<file path="config.mk">
export PLATFORM = sky130hd
export DESIGN_NAME = mem_req_stage
export DESIGN_NICKNAME = d
export VERILOG_FILES = /design/src/rtl/mem_req_stage.sv
export SDC_FILE = /design/constraint.sdc
export NUM_CORES = 1
export LEC_CHECK = 0
export CORE_AREA = 2 2 157 82
export CTS_CLUSTER_SIZE = 16
export DETAILED_ROUTE_END_ITERATION = 12
export DIE_AREA = 0 0 159 84
export GPL_TIMING_DRIVEN = 0
export PLACE_DENSITY_LB_ADDON = 0.08
export SETUP_SLACK_MARGIN = 0.15
export SLEW_MARGIN = 20
export SYNTH_ARGS = -nofsm -noshare
export SYNTH_HDL_FRONTEND = slang
export SYNTH_SLANG_ARGS = --single-unit
</file>
<file path="constraint.sdc">
create_clock -name clk_i -period 1.7 [get_ports clk_i]
set_clock_uncertainty 0.05 [all_clocks]
set_input_delay 0.34 -clock clk_i [delete_from_list [all_inputs] [get_ports clk_i]]
set_output_delay 0.34 -clock clk_i [all_outputs]
set_load 0.01 [all_outputs]
</file>
<file path="src/rtl/mem_req_stage.sv">
// Data-memory request stage: turns an executed load/store into one dmem
// req/gnt/rvalid transaction and holds the returned load data for mem_slice_stage.
module mem_req_stage (
    input  logic        clk_i,
    input  logic        rst_ni,
    input  logic        valid_i,
    input  logic        mem_read_i,
    input  logic        mem_write_i,
    input  logic [1:0]  mem_width_i,
    input  logic [31:0] addr_i,
    input  logic [31:0] wdata_i,
    input  logic        stall_i,
    input  logic        squash_i,
    output logic        dmem_req_o,
    output logic        dmem_we_o,
    output logic [31:0] dmem_addr_o,
    output logic [3:0]  dmem_be_o,
    output logic [31:0] dmem_wdata_o,
    input  logic        dmem_gnt_i,
    input  logic        dmem_rvalid_i,
    input  logic [31:0] dmem_rdata_i,
    output logic [31:0] rdata_o,
    output logic        busy_oa,
    output logic        misalign_oa
);

    typedef enum logic [1:0] {
        IDLE = 2'd0,
        REQ  = 2'd1,
        RESP = 2'd2,
        DONE = 2'd3
    } state_t;

    localparam logic [1:0] WIDTH_BYTE = 2'd0;
    localparam logic [1:0] WIDTH_HALF = 2'd1;
    localparam logic [1:0] WIDTH_WORD = 2'd2;

    state_t      state;
    state_t      state_next;

    logic        mem_op;
    logic        width_bad;
    logic        access;
    logic        we_next;
    logic [3:0]  be_next;
    logic [31:0] wdata_next;

    logic        req_we;
    logic [31:0] req_addr;
    logic [3:0]  req_be;
    logic [31:0] req_wdata;
    logic        kill;
    logic [31:0] rdata_q;

    // Alignment check; width 3 is an illegal encoding and counts as misaligned.
    always_comb begin
        mem_op    = valid_i & (mem_read_i | mem_write_i);
        width_bad = 1'b0;
        case (mem_width_i)
            WIDTH_BYTE: width_bad = 1'b0;
            WIDTH_HALF: width_bad = addr_i[0];
            WIDTH_WORD: width_bad = |addr_i[1:0];
            default:    width_bad = 1'b1;
        endcase
        misalign_oa = mem_op & width_bad;
        access      = mem_op & ~width_bad & ~squash_i;
        we_next     = mem_write_i & ~mem_read_i;
    end

    always_comb begin
        be_next    = 4'b0000;
        wdata_next = 32'h0;
        case (mem_width_i)
            WIDTH_BYTE: begin
                be_next    = 4'b0001 << addr_i[1:0];
                wdata_next = {4{wdata_i[7:0]}};
            end
            WIDTH_HALF: begin
                be_next    = 4'b0011 << {addr_i[1], 1'b0};
                wdata_next = {2{wdata_i[15:0]}};
            end
            WIDTH_WORD: begin
                be_next    = 4'b1111;
                wdata_next = wdata_i;
            end
            default: begin
                be_next    = 4'b0000;
                wdata_next = 32'h0;
            end
        endcase
    end

    always_ff @(posedge clk_i) begin
        if (!rst_ni) begin
            state <= IDLE;
        end else begin
            state <= state_next;
        end
    end

    always_comb begin
        state_next = state;
        case (state)
            IDLE: if (access)        state_next = REQ;
            REQ:  if (dmem_gnt_i)    state_next = req_we ? DONE : RESP;
            RESP: if (dmem_rvalid_i) state_next = DONE;
            DONE: if (!stall_i)      state_next = IDLE;
            default:                 state_next = IDLE;
        endcase
    end

    always_comb begin
        dmem_req_o = (state == REQ);
        busy_oa    = ((state == IDLE) & access) | (state == REQ) | (state == RESP);
    end

    // Request fields are captured once on accept so they stay frozen while req is up.
    always_ff @(posedge clk_i) begin
        if (!rst_ni) begin
            req_we    <= 1'b0;
            req_addr  <= 32'h0;
            req_be    <= 4'b0000;
            req_wdata <= 32'h0;
        end else if ((state == IDLE) && access) begin
            req_we    <= we_next;
            req_addr  <= {addr_i[31:2], 2'b00};
            req_be    <= be_next;
            req_wdata <= wdata_next;
        end
    end

    always_ff @(posedge clk_i) begin
        if (!rst_ni) begin
            kill <= 1'b0;
        end else if ((state == DONE) && !stall_i) begin
            kill <= 1'b0;
        end else if (((state == REQ) || (state == RESP)) && squash_i) begin
            kill <= 1'b1;
        end
    end

    // A squash arriving in the same cycle as rvalid also blocks the capture.
    always_ff @(posedge clk_i) begin
        if (!rst_ni) begin
            rdata_q <= 32'h0;
        end else if ((state == RESP) && dmem_rvalid_i && !kill && !squash_i) begin
            rdata_q <= dmem_rdata_i;
        end
    end

    assign dmem_we_o    = req_we;
    assign dmem_addr_o  = req_addr;
    assign dmem_be_o    = req_be;
    assign dmem_wdata_o = req_wdata;
    assign rdata_o      = rdata_q;

endmodule

</file>
==> metrics.txt, run 1 <==
Clk pin slew, worst setup/hold paths=0.07 ns; Seq/Total Area, Yosys=0.4682; CP Launch Type=register; Buffers on Ports=207; Clock power frac=0.350; Worst-Skew Late Latency=0.34 ns; placement row count=29; RSZ-0062 raised after global routing=yes; switching share of power=0.2683; first-pass GRT wire length=25150 um; Layout area overhead=80.38%; DRC viols=0; failing checks=setup timing; P_leak=3.523 nW; largest net degree at the start of global routing=18; Setup violations, final=21; Min Hold Slack=0.3589 ns; I/O Pins=211; area post-placement=0.006654 sq mm; post-route insts no fill=929; global route overflow=0; Switching Power=1.505 mW; final instance area=0.007868 sq mm; antenna violations before repair=0; worst endpoint required time=1.94 ns; Internal=4.103 mW; period utilization=1.029; Post-Syn Area=0.004362 sq mm; slew margin rel.=0.5278; PnR worst setup slack=-0.04994 ns; WL per Instance=17.51 um; Core Box Area=0.01219 sq mm; WP data arrival=1.99 ns; Tot Pwr=5.608 mW; Diodes inserted=0; Max Clock Freq=0.5714 GHz; PD cells=712.8 mW/mm^2; yosys warns=0; Die Y=84 um; Hold Fails Final Rpt=0; hold_buf cts=0; Synth Instances=496; Detailed Place HPWL=11160 um; #FFs+latches synth=102; combinational power share=0.202; Global Route Usage Sum=0.2385; CTS root buf=clkbuf_16; syn avg cell area=8.794 sq um; # placed instances=874; Worst R2R Path Depth=11; Reg power frac=0.448; htree depth=3; Via density=4.940; fin crit period=1.750 ns; worst hold path type=input port to register; Initial Util=0.3578; max cap viols=0; CP max FO=6; TritonCTS clock tree=built; Place WS=-1.207 ns; post-route ant nets=0; routability cong.=0.8408; Iter 0 DRT Violations=268; clk sinks=102; drt total wl=16260 um; outcome=complete, but fails checks; CTS max path bufs=2; Sum Neg Setup Slack=-0.4926 ns; Die Area=0.01336 sq mm; Max VDD drop=0.5159 mV; max-slew violations=0; # fillers=1033; Hold Crit Depth=3; TritonCTS buffer count=9; Slew @ Worst Pin=0.7083 ns; net count of the finished layout=865; First-pass DRT Iterations=5; vias in the first global route=4623; CP Capture Type=register; CP Class=register to register; Die Wd=159 um; vias post-DR=4589; Cell variety after synth=35; share of layout cells above drive strength 1=0.2437; post-layout util=0.6453
## state kept, by name (all words and copies together) (netlist names)
register,count
dmem_be_o,4
dmem_we_o,1
kill,1
state,2
rdata_o,32
dmem_addr_o,30
dmem_wdata_o,32
## path summary, 6_finish.rpt
path | start | to | slack [ns]
hold / removal | mem_read_i | dmem_we_o | 0.36
setup reg to reg | state[0] | dmem_addr_o[21] | -0.05
hold reg to reg | rdata_o[30] | rdata_o[30] | 0.40
setup / recovery | state[0] | dmem_addr_o[21] | -0.05
## synthesized netlist by cell type
cell / number / share of area
nand2_1: 153 / 0.13
dfxtp_1: 102 / 0.47
a21boi_1: 38 / 0.065
a21boi_0: 37 / 0.064
clkbuf_1: 16 / 0.014
o211a_1: 16 / 0.037
o211ai_1: 16 / 0.028
mux2i_1: 15 / 0.034
nand3_1: 14 / 0.016
buf_2: 11 / 0.013
nor2_1: 11 / 0.0095
a221oi_1: 7 / 0.014
buf_4: 7 / 0.012
inv_1: 7 / 0.0060
nor3b_2: 7 / 0.020
o21ai_0: 5 / 0.0057
a21oi_1: 4 / 0.0046
buf_1: 4 / 0.0034
ha_1: 4 / 0.011
nor2b_1: 3 / 0.0043
nor3b_1: 3 / 0.0052
a211oi_1: 2 / 0.0034
buf_6: 2 / 0.0052
clkinv_1: 1 / 0.00086
conb_1: 1 / 0.00086
nand2b_1: 1 / 0.0014
nand3b_1: 1 / 0.0017
nand4b_1: 1 / 0.0020
nor3_2: 1 / 0.0023
nor4b_2: 1 / 0.0034
o2111a_1: 1 / 0.0026
o2111ai_2: 1 / 0.0034
o21a_1: 1 / 0.0017
o221a_2: 1 / 0.0026
o221ai_1: 1 / 0.0020
## final cells by class
type	count	area (sq um)	area share
repair buffers	246	2449	0.3112
clock inverters	6	46.29	0.005884
plain buffers	40	317.8	0.04039
flip-flops and latches	102	2049	0.2605
inverters	8	38.79	0.004930
multi-input cells	347	2525	0.3209
well taps	170	212.7	0.02704
clock buffers	10	229.0	0.02910
## worst max-delay path, stage by stage, from the launching register on
cell and delay [ns]:
dfxtp_4 0.36, inv_4 0.07, ha_4 0.16, buf_6 0.10
o2111a_2 0.23, buf_6 0.11, buf_6 0.09, buf_12 0.13
buf_12 0.11, buf_16 0.11, nand2_2 0.06, a21boi_2 0.11
## power groups by stage
stage	registers [mW]	logic, mW	clock network, mW
2_1_floorplan	2.59	0.324	0
3_3_place_gp	2.56	0.859	0
3_5_place_dp	2.56	0.874	0
4_1_cts	2.51	1.03	2.01
5_1_grt	2.52	1.20	2.11
6_report	2.51	1.13	1.96
## kinds of logic (layout without fill, tap and decap cells)
family	count (synthesis)	after routing	share of synthesized area
buf+inv	48	310	0.05393
simple gates	196	196	0.1976
other cells	1	2	0.0008598
compound gates	130	130	0.2335
fa+ha+maj	4	4	0.01147
flops	102	102	0.4682
mux	15	15	0.03442
## timing repair
item	CTS	global route
gates cloned	11	0
setup endpoints to repair	203	104
pin swaps	36	32
gates resized for setup	277	80
buffers inserted	24	4
## placed cells by master, fill, tap and decap left out, types with 7 or more instances in the layout
| master | Yosys | final |
|---|---|---|
| a21boi_1 | 38 | 55 |
| a21boi_2 | 0 | 20 |
| buf_2 | 11 | 8 |
| buf_4 | 7 | 13 |
| buf_6 | 2 | 23 |
| buf_8 | 0 | 9 |
| clkbuf_1 | 16 | 13 |
| clkbuf_16 | 0 | 9 |
| clkdlybuf4s50_1 | 0 | 97 |
| dfxtp_1 | 102 | 100 |
| dlygate4sd2_1 | 0 | 102 |
| mux2i_1 | 15 | 15 |
| nand2_1 | 153 | 124 |
| nand2_2 | 0 | 22 |
| nand2_4 | 0 | 7 |
| nor3b_2 | 7 | 9 |
| o211a_1 | 16 | 16 |
| o211ai_1 | 16 | 16 |
## layer usage
metal | share of wire | GRT usage | vias to the layer above
met5 | 0 | 0 | -
met4 | 0.012 | 0.04959 | 0
met3 | 0.084 | 0.08246 | 22
met2 | 0.43 | 0.3625 | 175
met1 | 0.47 | 0.3278 | 2176
li1 | - | - | 2216
No activity file was read; power rests on OpenSTA's default activity.
==> inputs of run 2 (changes only) <==
--- a/config.mk
+++ b/config.mk
@@ -5,6 +5,7 @@
 export SDC_FILE = /design/constraint.sdc
 export NUM_CORES = 1
 export LEC_CHECK = 0
+export ABC_CLOCK_PERIOD_IN_PS = 1600
 export CORE_AREA = 2 2 157 82
 export CTS_CLUSTER_SIZE = 16
 export DETAILED_ROUTE_END_ITERATION = 12
==> constraint.sdc (replaced) <==
create_clock -name clk_i -period 1.6 [get_ports clk_i]
set_clock_uncertainty 0.05 [all_clocks]
set_input_delay 0.32 -clock clk_i [delete_from_list [all_inputs] [get_ports clk_i]]
set_output_delay 0.32 -clock clk_i [all_outputs]
set_load 0.01 [all_outputs]
==> run 2 against run 1 <==
  * The flow still finishes with violations (setup timing)
  * Sequential cell count unchanged
  * Wire length down 4.8%
  * Via count down 2.7%
  * Largest cell class unchanged
  * Largest power group unchanged
  * Highest routed layer unchanged
==> metrics.txt, run 2 (synthesis gave the netlist of run 1 again) <==
Max Clock Freq=0.5844 GHz; vias post-DR=4466 (was 4589); Initial Util=0.3578 (unchanged); global route overflow=0 (unchanged); Iter 0 DRT Violations=212 (was 268); vias in the first global route=4472 (was 4623); I/O Pins=211 (unchanged); PnR worst setup slack=-0.1112 ns (was -0.04994 ns); CP Class=register to primary output (was register to register); htree depth=3 (unchanged); share of layout cells above drive strength 1=0.2000 (was 0.2437); Setup violations, final=12 (was 21); Sum Neg Setup Slack=-0.2612 ns (was -0.4926 ns); CP max stage delay=0.36 ns (about the same); Die Area=0.01336 sq mm (unchanged); worst-path cell chain=inv_4 > ha_4 > o2111ai_4 > buf_6 > nand3_4 > buf_6 (was inv_4 > ha_4 > buf_6 > o2111a_2 > buf_6 > buf_6 > buf_12 > buf_12 > buf_16 > nand2_2 > a21boi_2); Worst Path Buf+Inv=3 (was 7); TritonCTS clock tree=built (unchanged); drt total wl=15480 um (was 16260 um); CP max FO=3 (was 6); Internal=4.471 mW (was 4.103 mW); # fillers=1056 (was 1033); commonest non-fill, non-tap cell in the layout=nand2_1 (unchanged); hold_buf cts=0 (unchanged); Core Box Area=0.01219 sq mm (unchanged); Via density=4.854 (was 4.940); CP Launch Type=register (unchanged); routability cong.=0.8529 (was 0.8408); CP delay by family, top=flip-flops (was buffers and inverters); placement row count=29 (unchanged); Detailed Place HPWL=11130 um (was 11160 um); most used cell, CP=buf_6 (unchanged); Die Wd=159 um (unchanged); max cap viols=0 (unchanged); max-slew violations=0 (unchanged); worst endpoint required time=1.23 ns (was 1.94 ns); Diodes inserted=0 (unchanged); RSZ-0062 raised after global routing=yes (unchanged); antenna violations before repair=1 (was 0); Buffers on Ports=207 (unchanged); most frequent cells in the layout=nand2_1 (137), dlygate4sd2_1 (102), dfxtp_1 (100) (was nand2_1 (124), dlygate4sd2_1 (102), dfxtp_1 (100)); Worst-Skew Late Latency=0.34 ns (about the same); Die Y=84 um (unchanged); switching share of power=0.2573 (was 0.2683); Clock power frac=0.369 (was 0.350); CTS root buf=clkbuf_16 (unchanged); Slew @ Worst Pin=0.6282 ns (was 0.7083 ns); CTS max path bufs=2 (unchanged); clk sinks=102 (unchanged); post-route ant nets=0 (unchanged); PD cells=788.9 mW/mm^2 (was 712.8 mW/mm^2); CP max-delay cell=dfxtp_4 (unchanged); Layout area overhead=74.96% (was 80.38%); outcome=complete, but fails checks (unchanged); Global Route Usage Sum=0.2218 (was 0.2385); DRC viols=0 (unchanged); Max VDD drop=0.4653 mV (was 0.5159 mV); post-route insts no fill=920 (was 929); first-pass GRT wire length=23540 um (was 25150 um); CP Capture Type=primary output (was register); First-pass DRT Iterations=4 (was 5); Reg power frac=0.443 (was 0.448); period utilization=1.070; P_leak=3.408 nW (was 3.523 nW); Switching Power=1.549 mW (was 1.505 mW); Clk pin slew, worst setup/hold paths=0.07 ns (about the same); post-layout util=0.6259 (was 0.6453); combinational power share=0.189 (was 0.202); Hold Fails Final Rpt=0 (unchanged); WL per Instance=16.83 um (was 17.51 um); # placed instances=874 (unchanged); fin crit period=1.711 ns; net count of the finished layout=856 (was 865); WP data arrival=1.34 ns (was 1.99 ns); largest net degree at the start of global routing=18 (unchanged); slew margin rel.=0.5812 (was 0.5278); failing checks=setup timing (unchanged); TritonCTS buffer count=9 (unchanged); worst hold path type=input port to register (unchanged)
==> run 2: cell count changes in the layout (fill, tap and decap cells not counted), moves of 5 or more <==
| cell | before | now |
|---|---|---|
| a21boi_2 | 20 | 4 |
| nand2_1 | 124 | 137 |
| a21boi_0 | 0 | 11 |
| buf_6 | 23 | 12 |
| nand2_2 | 22 | 13 |
| a21boi_1 | 55 | 60 |
| buf_2 | 8 | 3 |
| buf_4 | 13 | 18 |
==> run 2: layout make-up <==
type	count	area, sq um	share of cell area
clock inverter	6	70.07	0.009182
buffer	40	321.6	0.04214
sequential	102	2049	0.2686
clock buffer	10	229.0	0.03000
tap	170	212.7	0.02787
inverter	8	36.28	0.004755
multi-input combinational	347	2402	0.3148
timing repair buffer	237	2310	0.3027
==> run 2: what timing repair did <==
item / in CTS / in global routing
pin swaps: 9 / 27
resized for setup: 163 / 123
cloned: 5 / 3
hold endpoints to repair: 0 / 0
setup endpoints to repair: 203 / 104
setup buffers: 15 / 7
==> run 2: worst paths after layout <==
kind                                        to  depth (start not counted)      startpoint  slack, ns
worst max-delay path                   busy_oa                          6        state[1]      -0.11
worst min-delay path                 dmem_we_o                          3      mem_read_i       0.31
worst max register to register     rdata_o[29]                          8        state[0]      -0.05
worst min register to register  dmem_addr_o[7]                          2  dmem_addr_o[7]       0.40
==> run 2: tightest hold or removal path, cell delays in order <==
cell and delay, ns:
clkdlybuf4s15_1 0.18, nand3b_1 0.10, a21boi_1 0.06
==> run 2: power groups by stage <==
stage / Sequential (mW) / Clock (mW) / Combinational, mW
after CTS: 2.66 / 2.27 / 1.01
after global placement: 2.72 / 0 / 0.936
after detailed placement: 2.72 / 0 / 0.949
after floorplan: 2.75 / 0 / 0.359
after global routing: 2.67 / 2.37 / 1.21
final: 2.67 / 2.22 / 1.14
==> run 2: metal layers <==
metal | wire length [um] | global-route usage
met2 | 6611 | 0.3379
met1 | 7387 | 0.3047
met3 | 1360 | 0.07899
met4 | 119 | 0.04132
met5 | 0 | 0
==> run 2: per-stage QoR <==
step | power (mW) | cell area [sq um] | hold WS (ns) | setup WS [ns]
CTS | 5.946 | 7234 | 0.3316 | -0.09632
global placement | 3.657 | 6705 | 0.3908 | -1.207
global route | 6.254 | 7631 | 0.3191 | -0.1666
floorplan | 3.113 | 4420 | 0.4048 | 0.1532
detailed placement | 3.674 | 6705 | 0.3971 | -1.209
finish | 6.020 | 7631 | 0.3148 | -0.1112
